File: config.mk
export PLATFORM = sky130hd
export DESIGN_NAME = text_pixel_engine
export DESIGN_NICKNAME = d
export VERILOG_FILES = /design/src/rtl/text_pixel_engine_pkg.sv /design/src/rtl/text_pixel_engine_fetch_seq.sv /design/src/rtl/text_pixel_engine.sv
export SDC_FILE = /design/constraint.sdc
export NUM_CORES = 1
export LEC_CHECK = 0
export CAP_MARGIN = 20
export CORE_MARGIN = 3
export CORE_UTILIZATION = 45
export CTS_CLUSTER_DIAMETER = 40
export DETAILED_ROUTE_END_ITERATION = 6
export GPL_TIMING_DRIVEN = 0
export PLACE_DENSITY = 0.77
export SLEW_MARGIN = 20
export SYNTH_ARGS = -nofsm -noshare
export SYNTH_HDL_FRONTEND = slang
export SYNTH_SLANG_ARGS = --single-unit
File: constraint.sdc
create_clock -name clk -period 2.42 [get_ports clk]
set_input_delay 0.605 -clock clk [delete_from_list [all_inputs] [get_ports clk]]
set_output_delay 0.605 -clock clk [all_outputs]
set_load 0.03 [all_outputs]
File: src/rtl/text_pixel_engine_pkg.sv
// Shared types and constants for the character-mode pixel engine.
// Optional attribute blink is enabled by defining TEXT_BLINK_EN.
package text_pkg;

   typedef enum logic [2:0] {
      IDLE,
      RD_CHAR,
      RD_ATTR,
      RD_FONT,
      DONE
   } fetch_state_t;

   localparam int FG_LSB    = 0;
   localparam int BG_LSB    = 4;
   localparam int BLINK_BIT = 7;
   localparam int GLYPH_W   = 8;

   typedef struct packed {
      logic               hsync;
      logic               vsync;
      logic               de;
      logic               cursor;
      logic [7:0]         attr;
      logic [GLYPH_W-1:0] glyph;
   } cell_t;

endpackage

File: src/rtl/text_pixel_engine_fetch_seq.sv
// Per-character fetch sequencer: VRAM char/attr reads, font ROM read and
// capture of the fetched cell (stage A) together with its CRTC sideband.
module text_fetch_seq
   import text_pkg::*;
#(
   parameter int VRAM_AW = 15
) (
   input  logic               clk,
   input  logic               reset_n,
   input  logic               divclk,
   input  logic [13:0]        mem_addr,
   input  logic [4:0]         row_addr,
   input  logic               hsync,
   input  logic               vsync,
   input  logic               display_enable,
   input  logic               cursor,
   output logic [VRAM_AW-1:0] vram_addr,
   output logic               vram_rd,
   input  logic [7:0]         vram_data,
   output logic [11:0]        font_addr,
   output logic               font_rd,
   input  logic [7:0]         font_data,
   output cell_t              cell_a
);

   fetch_state_t       state_q, state_d;
   logic [13:0]        ma_q, ma_d;
   logic [3:0]         row_q, row_d;
   cell_t              cell_q, cell_d;
   logic               fpend_q, fpend_d;
   logic [VRAM_AW-1:0] vram_addr_q, vram_addr_d;
   logic               vram_rd_q, vram_rd_d;
   logic [11:0]        font_addr_q, font_addr_d;
   logic               font_rd_q, font_rd_d;
   logic               unused_row_msb;

   assign unused_row_msb = row_addr[4];

   // Glyph data trails font_rd by one clk, so it is captured whenever the
   // previous cycle strobed the ROM; a divclk always restarts the fetch.
   always_comb begin
      state_d     = state_q;
      ma_d        = ma_q;
      row_d       = row_q;
      cell_d      = cell_q;
      fpend_d     = font_rd_q;
      vram_addr_d = vram_addr_q;
      vram_rd_d   = 1'b0;
      font_addr_d = font_addr_q;
      font_rd_d   = 1'b0;
      if (fpend_q)
         cell_d.glyph = font_data;
      if (divclk) begin
         ma_d          = mem_addr;
         row_d         = row_addr[3:0];
         cell_d.hsync  = hsync;
         cell_d.vsync  = vsync;
         cell_d.de     = display_enable;
         cell_d.cursor = cursor;
         vram_addr_d   = VRAM_AW'({mem_addr, 1'b0});
         vram_rd_d     = 1'b1;
         state_d       = RD_CHAR;
      end else begin
         case (state_q)
            RD_CHAR: begin
               vram_addr_d = VRAM_AW'({ma_q, 1'b1});
               vram_rd_d   = 1'b1;
               state_d     = RD_ATTR;
            end
            RD_ATTR: begin
               font_addr_d = {vram_data, row_q};
               font_rd_d   = 1'b1;
               state_d     = RD_FONT;
            end
            RD_FONT: begin
               cell_d.attr = vram_data;
               state_d     = DONE;
            end
            default: ;
         endcase
      end
   end

   always_ff @(posedge clk) begin
      if (!reset_n) begin
         state_q     <= IDLE;
         ma_q        <= '0;
         row_q       <= '0;
         cell_q      <= '0;
         fpend_q     <= 1'b0;
         vram_addr_q <= '0;
         vram_rd_q   <= 1'b0;
         font_addr_q <= '0;
         font_rd_q   <= 1'b0;
      end else begin
         state_q     <= state_d;
         ma_q        <= ma_d;
         row_q       <= row_d;
         cell_q      <= cell_d;
         fpend_q     <= fpend_d;
         vram_addr_q <= vram_addr_d;
         vram_rd_q   <= vram_rd_d;
         font_addr_q <= font_addr_d;
         font_rd_q   <= font_rd_d;
      end
   end

   // An incomplete fetch hands over a blank glyph; a glyph still on the
   // font bus is forwarded so short character periods lose nothing.
   always_comb begin
      cell_a = cell_q;
      if (state_q != DONE)
         cell_a.glyph = '0;
      else if (fpend_q)
         cell_a.glyph = font_data;
   end

   assign vram_addr = vram_addr_q;
   assign vram_rd   = vram_rd_q;
   assign font_addr = font_addr_q;
   assign font_rd   = font_rd_q;

endmodule

File: src/rtl/text_pixel_engine.sv
// Character-mode pixel generator: fetch sequencer, display stage, glyph
// serializer and IRGB colour mux. Define TEXT_BLINK_EN for attribute blink.
module text_pixel_engine
   import text_pkg::*;
#(
   parameter int CHAR_W  = 8,
   parameter int VRAM_AW = 15
) (
   input  logic               clk,
   input  logic               reset_n,
   input  logic               divclk,
   input  logic [13:0]        mem_addr,
   input  logic [4:0]         row_addr,
   input  logic               hsync,
   input  logic               vsync,
   input  logic               display_enable,
   input  logic               cursor,
   input  logic               blink_mode,
   input  logic [3:0]         border_color,
   output logic [VRAM_AW-1:0] vram_addr,
   output logic               vram_rd,
   input  logic [7:0]         vram_data,
   output logic [11:0]        font_addr,
   output logic               font_rd,
   input  logic [7:0]         font_data,
   output logic [3:0]         pixel,
   output logic               hsync_out,
   output logic               vsync_out,
   output logic               de_out
);

   cell_t              cell_a, cell_b_q, cell_b_d;
   logic [GLYPH_W-1:0] shift_q, shift_d;
   logic [3:0]         pixel_q, pixel_d;
   logic               hsync_out_q, vsync_out_q, de_out_q;
   logic [3:0]         fg, bg;
   logic               blink_on;
   logic [7:0]         unused_cfg;

   assign unused_cfg = 8'(CHAR_W);

   text_fetch_seq #(.VRAM_AW(VRAM_AW)) u_fetch (
      .clk            (clk),
      .reset_n        (reset_n),
      .divclk         (divclk),
      .mem_addr       (mem_addr),
      .row_addr       (row_addr),
      .hsync          (hsync),
      .vsync          (vsync),
      .display_enable (display_enable),
      .cursor         (cursor),
      .vram_addr      (vram_addr),
      .vram_rd        (vram_rd),
      .vram_data      (vram_data),
      .font_addr      (font_addr),
      .font_rd        (font_rd),
      .font_data      (font_data),
      .cell_a         (cell_a)
   );

`ifdef TEXT_BLINK_EN
   logic [4:0] blink_cnt_q, blink_cnt_d;
   logic       vsync_prev_q;

   always_comb begin
      blink_cnt_d = blink_cnt_q;
      if (vsync && !vsync_prev_q)
         blink_cnt_d = blink_cnt_q + 5'd1;
   end

   always_ff @(posedge clk) begin
      if (!reset_n) begin
         blink_cnt_q  <= '0;
         vsync_prev_q <= 1'b0;
      end else begin
         blink_cnt_q  <= blink_cnt_d;
         vsync_prev_q <= vsync;
      end
   end

   assign bg       = blink_mode ? {1'b0, cell_b_q.attr[BG_LSB +: 3]} : cell_b_q.attr[BG_LSB +: 4];
   assign blink_on = blink_mode & cell_b_q.attr[BLINK_BIT] & blink_cnt_q[4];
`else
   logic unused_blink_mode;

   assign unused_blink_mode = blink_mode;
   assign bg                = cell_b_q.attr[BG_LSB +: 4];
   assign blink_on          = 1'b0;
`endif

   assign fg = blink_on ? bg : cell_b_q.attr[FG_LSB +: 4];

   // Pixel and sideband are registered from stage B so both change on the
   // same clk as the first serialized column of a cell.
   always_comb begin
      cell_b_d = cell_b_q;
      shift_d  = shift_q << 1;
      if (divclk) begin
         cell_b_d = cell_a;
         shift_d  = cell_a.glyph;
      end
      if (!cell_b_q.de)
         pixel_d = border_color;
      else if (cell_b_q.cursor)
         pixel_d = cell_b_q.attr[FG_LSB +: 4];
      else
         pixel_d = shift_q[GLYPH_W-1] ? fg : bg;
   end

   always_ff @(posedge clk) begin
      if (!reset_n) begin
         cell_b_q    <= '0;
         shift_q     <= '0;
         pixel_q     <= '0;
         hsync_out_q <= 1'b0;
         vsync_out_q <= 1'b0;
         de_out_q    <= 1'b0;
      end else begin
         cell_b_q    <= cell_b_d;
         shift_q     <= shift_d;
         pixel_q     <= pixel_d;
         hsync_out_q <= cell_b_q.hsync;
         vsync_out_q <= cell_b_q.vsync;
         de_out_q    <= cell_b_q.de;
      end
   end

   assign pixel     = pixel_q;
   assign hsync_out = hsync_out_q;
   assign vsync_out = vsync_out_q;
   assign de_out    = de_out_q;

endmodule

==> results of run 1 <==
## routing by layer
metal  share of wire (%)  vias up  track usage [%]
met2                  45       83            28.11
met5                   0        -                0
li1                    -     1299                -
met1                  45     1208            22.66
met3                 8.3       11            6.034
met4                 2.1        0            9.158
## flip-flops by register name, indices dropped and copies added (netlist names)
signal,flops
u_fetch.vram_rd,1
u_fetch.font_rd,1
bg,4
u_fetch.fpend_q,1
cell_b_q,8
u_fetch.ma_q,14
u_fetch.vram_addr,15
u_fetch.cell_q,8
shift_q,8
pixel,4
u_fetch.font_addr,12
u_fetch.cell_a,12
u_fetch.state_q,3
vsync_out,1
hsync_out,1
de_out,1
u_fetch.row_q,4
## per-stage QoR
step,cell area (um2),worst slack (ns),util (%)
floorplan,3428,0.8220,-
global placement,4343,0.03860,59.24
detailed placement,4343,0.04184,59.24
CTS,4544,0.3820,61.99
global route,4544,0.3358,61.99
finish,4544,0.4045,61.99
## logic make-up (layout without fill, tap and decap cells)
kind of cell / Yosys count / after routing / share of synthesized area, %
xor+xnor: 1 / 1 / 0.2555
flops: 98 / 98 / 57.23
simple gates: 108 / 108 / 14.42
mux: 54 / 54 / 15.77
compound gates: 44 / 44 / 8.394
buf+inv: 25 / 120 / 3.942
## cell usage after synthesis, types with 4 or more instances
library cell and count:
a21oi_1 7, and2_1 5, buf_1 7, buf_2 8
clkbuf_1 5, dfxtp_1 98, mux2i_1 54, nand2_1 22
nand3_1 12, nor2_1 57, nor3_1 4, o21ai_0 15
o22a_1 12, o31ai_1 7
## power groups by stage
| stage | sequential, mW | combinational [mW] | clock (mW) |
|---|---|---|---|
| after floorplan | 1.80 | 0.138 | 0 |
| after global placement | 1.73 | 0.373 | 0 |
| after detailed placement | 1.74 | 0.376 | 0 |
| after CTS | 1.70 | 0.378 | 1.09 |
| after global routing | 1.71 | 0.403 | 1.15 |
| final | 1.70 | 0.376 | 1.06 |
## cell type report
class	count	area (um2)
timing repair buffer	79	790.8
clock inverter	6	73.82
sequential	98	1962
tap	99	123.9
inverter	1	3.754
fill	619	2786
buffer	24	131.4
clock buffer	10	127.6
multi-input combinational	207	1331
## worst max path at each step
stage / start / endpoint / slack (ns) / cells after the start
finish: u_fetch.vram_addr[13] / vram_addr[13] / 0.40 / 1
global route: reset_n / cell_b_q[18] / 0.34 / 6
CTS: u_fetch.vram_addr[13] / vram_addr[13] / 0.38 / 1
detailed placement: reset_n / cell_b_q[18] / 0.04 / 6
global placement: reset_n / u_fetch.cell_a[8] / 0.04 / 6
floorplan: divclk / u_fetch.cell_a[10] / 0.82 / 5
## placed cells by master, fill, tap and decap left out, drive strengths merged, types with 12 or more instances in the layout
cell / count
nand2: 22
clkbuf: 15
nand3: 12
dfxtp: 98
o22a: 12
mux2i: 54
o21ai: 16
clkdlybuf4s50: 79
buf: 19
nor2: 57
==> run summary, run 1 <==
Max Root-Sink Buffers = 2
GPL Wtd Cong = 0.7622
Layout area overhead = 32.55%
Comb pwr share = 12.0%
Vias per std cell = 4.964
FF-to-FF setup slack = 0.91 ns
Total Power = 3.141 mW
Crit path max fanout = 2
R2R depth = 4
Syn avg cell area = 10.39 um2
Initial antenna violation count = 0
DPL Wire Length = 5359 um
Synth Register Bits = 98
Final Hold Slack = 0.4350 ns
Via Count = 2,601
Hold buffers post-CTS = 0
CTS Sinks = 98
Layout Nets = 467
Tightest Pin Transition = 0.5845 ns
Final hold violations = 0
DR DRC count = 0
Post-synth top area cell = dfxtp_1
First-pass GRT wire length = 12,360 um
Detailed Route WL = 7519 um
Leakage power = 1.811 nW
Die width = 93.29 um
CTS tree = done
Peak VDD IR = 0.3792 mV
Antenna cells = 0
Worst clock skew = 0.009161 ns
Crit-path cells = clkdlybuf4s50_1
Setup TNS Final = 0 ns
Clock Power Share = 33.9%
Sequential area share after synthesis = 57.23%
Worst EP arrival = 1.41 ns
Placement Rows = 31
Sw Share = 25.19%
Pwr dens = 691.2 nW/um2
FFs w/ async S/R, synth = 0%
Fin. max-slew vios = 0
Slowest CP cell = clkdlybuf4s50_1
Max-cap violations = 0
Post-CTS Setup Inserts = 0
P_int = 2.350 mW
Die Area = 8702 um2
Hold path depth = 2
Initial Util = 46.77%
Slew margin rel. = 61.03%
Pin count of the biggest net entering global routing = 18
Hold crit path type = reg -> reg
Area contributors post-synth = dfxtp_1 57%, mux2i_1 16%, nor2_1 6.2%
Vias in the first global route = 2,605
Crit-path max cell delay = 0.71 ns
Post-synth EDFFs = 0
Fin crit share = 83.29%
Crit end category = output port
CP Launch Type = flop
WP data required = 1.81 ns
Post_cts resized = 0
Clock Pin Slew Worst Setup and Hold Paths = 0.09 ns
NetSw = 0.7913 mW
Hold path startpoint = shift_q[2]
Core ar. = 7331 um2
Placed Cells = 508
DRT iter0 DRCs = 168
CTS buffer count = 9
Unrepaired setup endpoints after global routing = no
Yosys Warn Count = 0
Crit Path Category = reg -> out
Sequential share of power = 54.1%
Largest delay contributor family on the critical path = buffers and inverters
Prevailing post-synth register cell = dfxtp_1
I/O Pins = 83
Pre-antenna DRT Iters = 4
Fmax = 496.1 MHz
Total gr overflow = 0
Routed len/inst = 14.35 um
Non-filler cells, final = 524
Worst-Skew Late Latency = 0.36 ns
FF-to-FF End = u_fetch.vram_addr[6]
Netlist cell types = 29
Crit path buf inv count = 1
Synth top area share = 57.23%
Port Buffer Count = 79
Minimum clock period = 2.016 ns
Overall routing resource usage = 18.20%
Cells after Synth = 330
Reg2Reg Launch Point = u_fetch.state_q[0]
Post-route ant nets = 0
Outcome = complete, no violations
Syn Nets = 377
Count of final setup violators = 0
H-tree depth = 3
Root Buffer = clkbuf_8
Mapped cell area = 3428 um2
Hold Path Sink = shift_q[3]
Die Span Y = 93.29 um
Share of cells above drive strength 1 = 7.059%
No activity file was read; power rests on OpenSTA's default activity.
==> run 2, diff against run 1 <==
==> constraint.sdc (replaced) <==
create_clock -name clk -period 2.05 [get_ports clk]
set_input_delay 0.5125 -clock clk [delete_from_list [all_inputs] [get_ports clk]]
set_output_delay 0.5125 -clock clk [all_outputs]
set_load 0.03 [all_outputs]
==> results of run 2 <==
Same layout as run 1 (identical final DEF). Status: complete, no violations.
Main changes from that run: setup slack after placement 0.04184 ns -> -0.2357 ns; setup slack after layout 0.4045 ns -> 0.1270 ns; register-to-register setup slack 0.91 ns -> 0.54 ns; total power 3.141 mW -> 3.708 mW; worst IR drop on VDD 0.3792 mV -> 0.4476 mV
==> run 3, diff against run 2 <==
--- a/config.mk
+++ b/config.mk
@@ -11,7 +11,7 @@
 export CTS_CLUSTER_DIAMETER = 40
 export DETAILED_ROUTE_END_ITERATION = 6
 export GPL_TIMING_DRIVEN = 0
-export PLACE_DENSITY = 0.77
+export PLACE_DENSITY = 0.86
 export SLEW_MARGIN = 20
 export SYNTH_ARGS = -nofsm -noshare
 export SYNTH_HDL_FRONTEND = slang
==> run summary, run 3 (synthesized netlist as in run 1, its figures left out) <==
Initial Util = 46.77%
Crit path buf inv count = 1
GR peak layer = met2
Post_cts resized = 0
Clock Pin Slew Worst Setup and Hold Paths = 0.10 ns
Final worst setup slack = 0.1167 ns
Via Count = 2,623
Routed len/inst = 14.83 um
Hold buffers post-CTS = 0
Hold crit path type = reg -> reg
# fillers = 596
Crit end category = output port
Die Area = 8702 um2
Placed Cells = 508
Die width = 93.29 um
Vias in the first global route = 2,640
Outcome = complete, no violations
Crit-path cells = clkdlybuf4s50_1
Antenna cells = 0
Met1 usage in global routing = 22.13%
Worst-Skew Late Latency = 0.36 ns
CTS Sinks = 98
Largest delay contributor family on the critical path = buffers and inverters
Slew margin rel. = 63.30%
DR DRC count = 0
CTS tree = done
Peak VDD IR = 0.5451 mV
DRT iter0 DRCs = 96
Crit-path max cell delay = 0.69 ns
Tightest Pin Transition = 0.5506 ns
Setup TNS Final = 0 ns
Max-cap violations = 0
Vias per std cell = 5.006
Die Span Y = 93.29 um
Count of final setup violators = 0
Worst EP arrival = 1.42 ns
Core ar. = 7331 um2
Met2 GRT Util = 30.49%
I/O Pins = 83
Layout Nets = 467
Max FFs per register = 15
Fmax = 517.3 MHz
Pre-CTS WS = -0.2023 ns
Placement Rows = 31
Fin crit share = 94.31%
Post-CTS Setup Inserts = 0
Layout area overhead = 33.43%
Final Hold Slack = 0.4397 ns
Detailed Route WL = 7772 um
Slowest CP cell = clkdlybuf4s50_1
Most common cell after layout, fill and taps aside = dfxtp_1
Overall routing resource usage = 18.47%
Total gr overflow = 0
CTS buffer count = 9
Unrepaired setup endpoints after global routing = no
Non-filler cells, final = 524
First-pass GRT wire length = 12,520 um
Crit path max fanout = 2
Worst clock skew = 0.01205 ns
Fin. max-slew vios = 0
Pre-antenna DRT Iters = 4
GPL Wtd Cong = 0.7655
DPL Wire Length = 5565 um
Crit Path Category = reg -> out
Pwr dens = 844.4 nW/um2
Minimum clock period = 1.933 ns
H-tree depth = 3
Port Buffer Count = 79
Met3 Use GR = 6.275%
Initial antenna violation count = 0
Share of cells above drive strength 1 = 7.294%
CP Launch Type = flop
WP data required = 1.54 ns
Pin count of the biggest net entering global routing = 18
Most frequent cells in the layout = 98 x dfxtp_1, 79 x clkdlybuf4s50_1, 57 x nor2_1
Root Buffer = clkbuf_8
Post-route ant nets = 0
Leakage power = 1.830 nW
Max Root-Sink Buffers = 2
Final hold violations = 0
==> run 3: worst paths after layout <==
check	start	end	slack [ns]	cells past startpoint
worst max-delay path	u_fetch.font_addr[11]	font_addr[11]	0.12	1
worst min-delay path	shift_q[6]	shift_q[7]	0.44	2
worst max register to register	u_fetch.state_q[0]	u_fetch.vram_addr[10]	0.49	4
worst min register to register	shift_q[6]	shift_q[7]	0.44	2
==> run 3: worst min-delay path, delay by kind of cell, from the launching register on <==
family,cells,cell delay (ns)
and+or+nand+nor,1,0.04
AOI/OAI and AO/OA,1,0.05
DFF,1,0.32
==> run 3: per-stage QoR <==
step | total power, mW | cell area (um2) | util (%)
6_report | 3.862 | 4574 | 62.40
4_1_cts | 3.886 | 4574 | 62.40
5_1_grt | 4.009 | 4574 | 62.40
3_3_place_gp | 2.485 | 4343 | 59.24
3_5_place_dp | 2.497 | 4343 | 59.24
2_1_floorplan | 2.285 | 3428 | -
==> run 3: cell type report <==
type	instances	area (um2)	area share (%)
buffer	24	131.4	2.872
clock buffer	10	137.6	3.009
clock inverter	6	93.84	2.051
inverter	1	3.754	0.08206
multi-input combinational	207	1331	29.10
sequential	98	1962	42.89
tap	99	123.9	2.708
timing repair buffer	79	790.8	17.29
==> run 3: metal layers <==
metal	share of wire, %	wire length (um)
met4	0.68	53
met1	42	3278
met2	49	3772
met5	0	0
met3	8.6	667
==> run 3: where the power goes <==
part | switching, mW | internal [mW] | total (mW)
Sequential | 0.0346 | 1.97 | 2.01
Clock | 0.676 | 0.734 | 1.41
Combinational | 0.226 | 0.219 | 0.445
Total | 0.936 | 2.93 | 3.86
